[config.mk]
export PLATFORM = sky130hd
export DESIGN_NAME = regfile_pairs
export DESIGN_NICKNAME = d
export VERILOG_FILES = /design/src/rtl/regfile_pkg.sv /design/src/rtl/regfile_idu.sv /design/src/rtl/regfile_pairs.sv
export SDC_FILE = /design/constraint.sdc
export NUM_CORES = 1
export LEC_CHECK = 0
export CAP_MARGIN = 0
export CORE_ASPECT_RATIO = 1.75
export CORE_MARGIN = 2
export CORE_UTILIZATION = 56
export CTS_CLUSTER_DIAMETER = 50
export DETAILED_ROUTE_END_ITERATION = 12
export GPL_TIMING_DRIVEN = 0
export HOLD_SLACK_MARGIN = 0.02
export PLACE_DENSITY = 0.82
export SLEW_MARGIN = 20
export SYNTH_ARGS = -nofsm -noshare
export SYNTH_HDL_FRONTEND = slang
export SYNTH_SLANG_ARGS = --single-unit
[constraint.sdc]
create_clock -name CLK -period 2.7 [get_ports CLK]
set_input_delay 0.54 -clock CLK [delete_from_list [all_inputs] [get_ports CLK]]
set_output_delay 0.54 -clock CLK [all_outputs]
set_load 0.05 [all_outputs]
[src/rtl/regfile_pkg.sv]
// Shared types and helpers for the pair-addressable register file.
// Pair p maps to {reg[2p+1], reg[2p]}.
package regfile_pkg;

  localparam int DEF_WIDTH = 8;
  localparam int DEF_NREGS = 8;
  localparam int DEF_NRD   = 4;

  typedef enum logic {
    IDLE,
    UPD
  } idu_state_t;

  function automatic int pair_lo(input int p);
    return 2 * p;
  endfunction

  function automatic int pair_hi(input int p);
    return 2 * p + 1;
  endfunction

endpackage

[src/rtl/regfile_idu.sv]
// Increment/decrement unit: captures a pair, then writes back value +/- 1.
// A blocked write-back is still reported as done, flagged by idu_drop.
module regfile_idu
  import regfile_pkg::*;
#(
  parameter int WIDTH = DEF_WIDTH,
  parameter int PW    = 2
) (
  input  logic               clk,
  input  logic               sync_res,
  input  logic               idu_req,
  input  logic [PW-1:0]      idu_sel,
  input  logic               idu_dec,
  input  logic [2*WIDTH-1:0] cap_val,
  input  logic               wb_block,
  output logic               idu_busy,
  output logic               idu_done,
  output logic               idu_drop,
  output logic [2*WIDTH-1:0] idu_out,
  output logic               wb_en,
  output logic [PW-1:0]      wb_sel,
  output logic [2*WIDTH-1:0] wb_val
);

  localparam logic [2*WIDTH-1:0] ONE =
    {{(2*WIDTH-1){1'b0}}, 1'b1};

  idu_state_t state;
  logic       dec_q;

  assign idu_busy = (state == UPD);
  assign wb_en    = (state == UPD) && !wb_block;
  assign wb_val   = dec_q ? idu_out - ONE
                          : idu_out + ONE;

  always_ff @(posedge clk) begin
    if (sync_res) begin
      state    <= IDLE;
      idu_out  <= '0;
      wb_sel   <= '0;
      dec_q    <= 1'b0;
      idu_done <= 1'b0;
      idu_drop <= 1'b0;
    end else begin
      idu_done <= 1'b0;
      idu_drop <= 1'b0;
      unique case (state)
        IDLE: begin
          if (idu_req) begin
            state   <= UPD;
            idu_out <= cap_val;
            wb_sel  <= idu_sel;
            dec_q   <= idu_dec;
          end
        end
        UPD: begin
          state    <= IDLE;
          idu_done <= 1'b1;
          idu_drop <= wb_block;
        end
      endcase
    end
  end

endmodule

[src/rtl/regfile_pairs.sv]
// Register file with byte/pair write ports, multi-port reads and an
// IDU for pointer-pair updates. Priority: reset, pair, byte, IDU.
module regfile_pairs
  import regfile_pkg::*;
#(
  parameter int WIDTH = DEF_WIDTH,
  parameter int NREGS = DEF_NREGS,
  parameter int NRD   = DEF_NRD,
  parameter logic [WIDTH-1:0] RST_VAL = '0,
  localparam int SW = $clog2(NREGS),
  localparam int PW = $clog2(NREGS / 2)
) (
  input  logic                 CLK,
  input  logic                 SYNC_RES,
  input  logic                 wr_en,
  input  logic [SW-1:0]        wr_sel,
  input  logic [WIDTH-1:0]     wr_data,
  input  logic                 pwr_en,
  input  logic [PW-1:0]        pwr_sel,
  input  logic [2*WIDTH-1:0]   pwr_data,
  input  logic [NRD*SW-1:0]    rd_sel,
  output logic [NRD*WIDTH-1:0] rd_data,
  input  logic                 idu_req,
  input  logic [PW-1:0]        idu_sel,
  input  logic                 idu_dec,
  output logic                 idu_busy,
  output logic                 idu_done,
  output logic [2*WIDTH-1:0]   idu_out,
  output logic                 idu_drop
);

  logic [WIDTH-1:0]   regs [NREGS];
  logic [SW-1:0]      cap_lo;
  logic [SW-1:0]      cap_hi;
  logic [2*WIDTH-1:0] cap_val;
  logic [2*WIDTH-1:0] wb_val;
  logic [PW-1:0]      wb_sel;
  logic               wb_en;
  logic               wb_block;

  assign cap_lo  = SW'(pair_lo(int'(idu_sel)));
  assign cap_hi  = SW'(pair_hi(int'(idu_sel)));
  assign cap_val = {regs[cap_hi], regs[cap_lo]};

  // Any bus write touching the IDU pair cancels the whole write-back.
  assign wb_block =
    (pwr_en && pwr_sel == wb_sel) ||
    (wr_en && PW'(wr_sel >> 1) == wb_sel);

  always_comb begin
    rd_data = '0;
    for (int k = 0; k < NRD; k++)
      rd_data[k*WIDTH +: WIDTH] = regs[rd_sel[k*SW +: SW]];
  end

  always_ff @(posedge CLK) begin
    for (int i = 0; i < NREGS; i++) begin
      if (SYNC_RES)
        regs[i] <= RST_VAL;
      else if (pwr_en && pwr_sel == PW'(i / 2))
        regs[i] <= pwr_data[(i % 2)*WIDTH +: WIDTH];
      else if (wr_en && wr_sel == SW'(i))
        regs[i] <= wr_data;
      else if (wb_en && wb_sel == PW'(i / 2))
        regs[i] <= wb_val[(i % 2)*WIDTH +: WIDTH];
    end
  end

  regfile_idu #(
    .WIDTH(WIDTH),
    .PW   (PW)
  ) u_idu (
    .clk     (CLK),
    .sync_res(SYNC_RES),
    .idu_req (idu_req),
    .idu_sel (idu_sel),
    .idu_dec (idu_dec),
    .cap_val (cap_val),
    .wb_block(wb_block),
    .idu_busy(idu_busy),
    .idu_done(idu_done),
    .idu_drop(idu_drop),
    .idu_out (idu_out),
    .wb_en   (wb_en),
    .wb_sel  (wb_sel),
    .wb_val  (wb_val)
  );

endmodule
==> impl_metrics.py <==
metrics = {
    "floorplanning": {
        "initial_core_util": 0.570,
        "die_area_um2": 13200,
        "ios": 100,
        "num_rows": 53,
        "fp.dieH_um": 150,
        "core_area_um2": 12000,
        "die_x_um": 87.6,
    },
    "sta": {
        "tightestPinTransition_ps": 1040,
        "max_slew_margin": 0.300,
        "layout_worst_path_cycle_share": 1.00,
        "finalHoldViolCount": 0,
        "max_freq_mhz": 369,
        "finalSetupViolations": 1,
        "grt_setup_unrepaired": "yes",
        "slew_violations": 0,
        "skew_ps": 11.6,
        "fin_crit_ps": 2710,
        "setup_slack_ps": -7.45,
    },
    "synthesis": {
        "yosys_warnings": 0,
        "yosysMostFrequentCell": "a22oi_1",
        "syn_inst": 588,
        "syn_nets": 652,
        "synth_edf_count": 64,
        "synth.distinct_cells": 49,
        "yosysTopAreaCell": "edfxtp_1",
        "syn_area_um2": 6850,
        "ys_ff_latch": 86,
        "synthFlopType": "edfxtp_1",
        "synth_top_area_share": 0.281,
        "synth_async_sr_flop_share": 0,
        "syn-mean-instance-area_um2": 11.6,
        "yosysSeqAreaShare": 0.345,
        "yosys-top-cells-count": "a22oi_1 (73), mux4_2 (71), o21ai_0 (68)",
        "synthTopCellsByArea": "edfxtp_1 (28%), mux4_2 (23%), a22oi_1 (8.0%), mux2_2 (6.7%), dfxtp_1 (6.4%)",
    },
    "grt": {
        "antenna_found_initial": 0,
        "track_usage": 0.381,
        "grt-ovfl-total": 0,
        "grt_pass1_vias": 5935,
        "grt_max_degree": 18,
        "grt_pass1_wl_mm": 35.8,
    },
    "clock_tree": {
        "root_buffer": "clkbuf_16",
        "htree_levels": 3,
        "insertion_delay_ps": 350,
        "clkSinkCount": 86,
        "cts_max_path_buffers": 2,
        "cts_made_buffers": 9,
        "cts_tree": "built",
        "path_clk_slew_ps": 60,
    },
    "route": {
        "vias_per_cell": 7.31,
        "drt_iter0_drc": 824,
        "wire_per_inst_um": 28.8,
        "routed_wl_mm": 24.4,
        "dr_total_vias": 6195,
        "antenna_left": 0,
        "remaining_drc_errors": 0,
        "dr.pass1.iters": 6,
    },
    "place": {
        "place.gp.congestion": 0.973,
        "io_buffer_count": 75,
        "dp_hpwl_mm": 19.1,
        "place_area_um2": 7830,
    },
    "worst_setup_path": {
        "crit_path_end_kind": "flop",
        "crit_path_start": "pwr_sel[1]",
        "reg2reg_from": "u_idu.dec_q",
        "worstReg2RegEnd": "regs[1][5]",
        "arrival_ps": 2860,
        "cp_slowest_stage_delay_ps": 640,
        "required_ps": 2860,
        "critical-path-top-delay-family": "compound AO/OA/AOI/OAI gates",
        "crit_fanout": 8,
        "critPathSlowestCell": "clkdlybuf4s50_1",
        "reg2reg_slack_ps": 40,
        "cp.buffers_inverters": 2,
        "r2r.worst_path.cells": 7,
        "cp-endpoint": "regs[2][3]",
        "crit_cells": 7,
        "path_cells": "clkdlybuf4s50_1 -> inv_1 -> a31oi_1 -> nand2_1 -> nor2_1 -> a22oi_1 -> o21ai_0",
        "worstSetupStartpointType": "primary input",
        "critPathKind": "primary input to flop",
    },
    "final_layout": {
        "post-route-util": 0.688,
        "antenna_cells": 0,
        "areaGrowthSynthToFinish_pct": 20.7,
        "final_area_um2": 8260,
        "drive_gt1_frac": 0.305,
        "nets": 742,
    },
    "hold_path": {
        "hp-class": "flop to flop",
    },
    "power": {
        "p_leak_nw": 2.87,
        "p_per_area_nw_per_um2": 507,
        "vdd_drop_max_mv": 0.465,
    },
    "run_status": {
        "violations": "negative setup slack",
        "outcome": "complete, but fails checks",
    },
    "flow_run": {
        "max_cap_violations": 0,
    },
}
## what timing repair did
| item | 4_1_cts | 5_1_grt |
|---|---|---|
| pin swaps | 1 | 2 |
| setup endpoints to repair | 69 | 77 |
| hold buffers | 0 | 0 |
| gates resized for setup | 125 | 50 |
| cloned | 0 | 0 |
| setup buffers | 0 | 2 |
## metal layers
layer / part of all wire / wire (µm) / up-vias / track usage
met1: 0.31 / 7580 / 2912 / 0.431
li1: - / - / 2595 / -
met3: 0.094 / 2310 / 119 / 0.0630
met5: 0 / 0 / - / 0
met2: 0.50 / 12200 / 569 / 0.633
met4: 0.096 / 2350 / 0 / 0.282
## tightest hold or removal path, cell delays in order (launching register included)
cell     delay (ps)
dfxtp_1         320
nand2_1          60
a21oi_1          60
## report_power, final
part	leakage, nW	switching [W]	internal [W]
registers	0.865	0.000131	0.00152
clock network	0.152	0.000503	0.000736
logic	1.85	0.000781	0.000515
total	2.87	0.00141	0.00277
## worst min path at each step
stage / to / cells past startpoint / startpoint / slack (ps)
2_1_floorplan: u_idu.idu_out[12] / 2 / regs[5][4] / 560
3_3_place_gp: u_idu.idu_out[13] / 2 / u_idu.idu_out[13] / 470
3_5_place_dp: u_idu.idu_out[13] / 2 / u_idu.idu_out[13] / 480
4_1_cts: u_idu.idu_out[13] / 2 / u_idu.idu_out[13] / 480
5_1_grt: u_idu.idu_out[14] / 2 / u_idu.idu_out[14] / 520
6_report: u_idu.idu_out[13] / 2 / u_idu.idu_out[13] / 480
## cell usage in the layout, fill, tap and decap left out, types with 13 or more instances in the layout
cell,Yosys,final
dfxtp_1,22,20
nor2_1,13,13
o21ai_0,68,63
clkdlybuf4s50_1,0,42
nand2_1,37,37
buf_1,14,14
buf_2,7,16
mux4_2,71,71
clkdlybuf4s15_2,0,20
mux2_2,41,41
ha_1,14,14
a21oi_1,23,23
edfxtp_1,64,64
a22oi_1,73,73
## per-stage QoR
stage | power, W | worst slack (ps) | setup TNS [ps] | instances | hold WS (ps)
6_report | 0.00419 | -7.45 | -7.45 | 848 | 480
5_1_grt | 0.00430 | -62.8 | -274 | 848 | 518
4_1_cts | 0.00416 | -88.5 | -355 | 846 | 484
3_5_place_dp | 0.00295 | -942 | -47000 | 830 | 475
3_3_place_gp | 0.00291 | -871 | -50800 | 828 | 469
2_1_floorplan | 0.00250 | 14.6 | 0 | 588 | 557
## final cells by class
class	count	area (µm²)
clock inverters	3	23.8
inverters	6	22.5
clock buffers	13	282
fillers	916	3740
multi-input cells	445	4300
repair buffers	79	761
well taps	165	206
plain buffers	51	303
flip-flops and latches	86	2370
## cells by family after synthesis
logic type	Yosys count	synth area share
fa+ha+maj	15	0.0285
simple gates	84	0.0594
compound gates	207	0.192
xor+xnor	18	0.0230
buf+inv	57	0.0375
mux	121	0.314
flops	86	0.345
## sequential cells by signal (all words and copies together) (netlist names)
signal          cells
u_idu.idu_busy      1
u_idu.dec_q         1
u_idu.wb_sel        2
u_idu.idu_out      16
u_idu.idu_done      1
u_idu.idu_drop      1
regs               64
No activity file was read; power rests on OpenSTA's default activity.
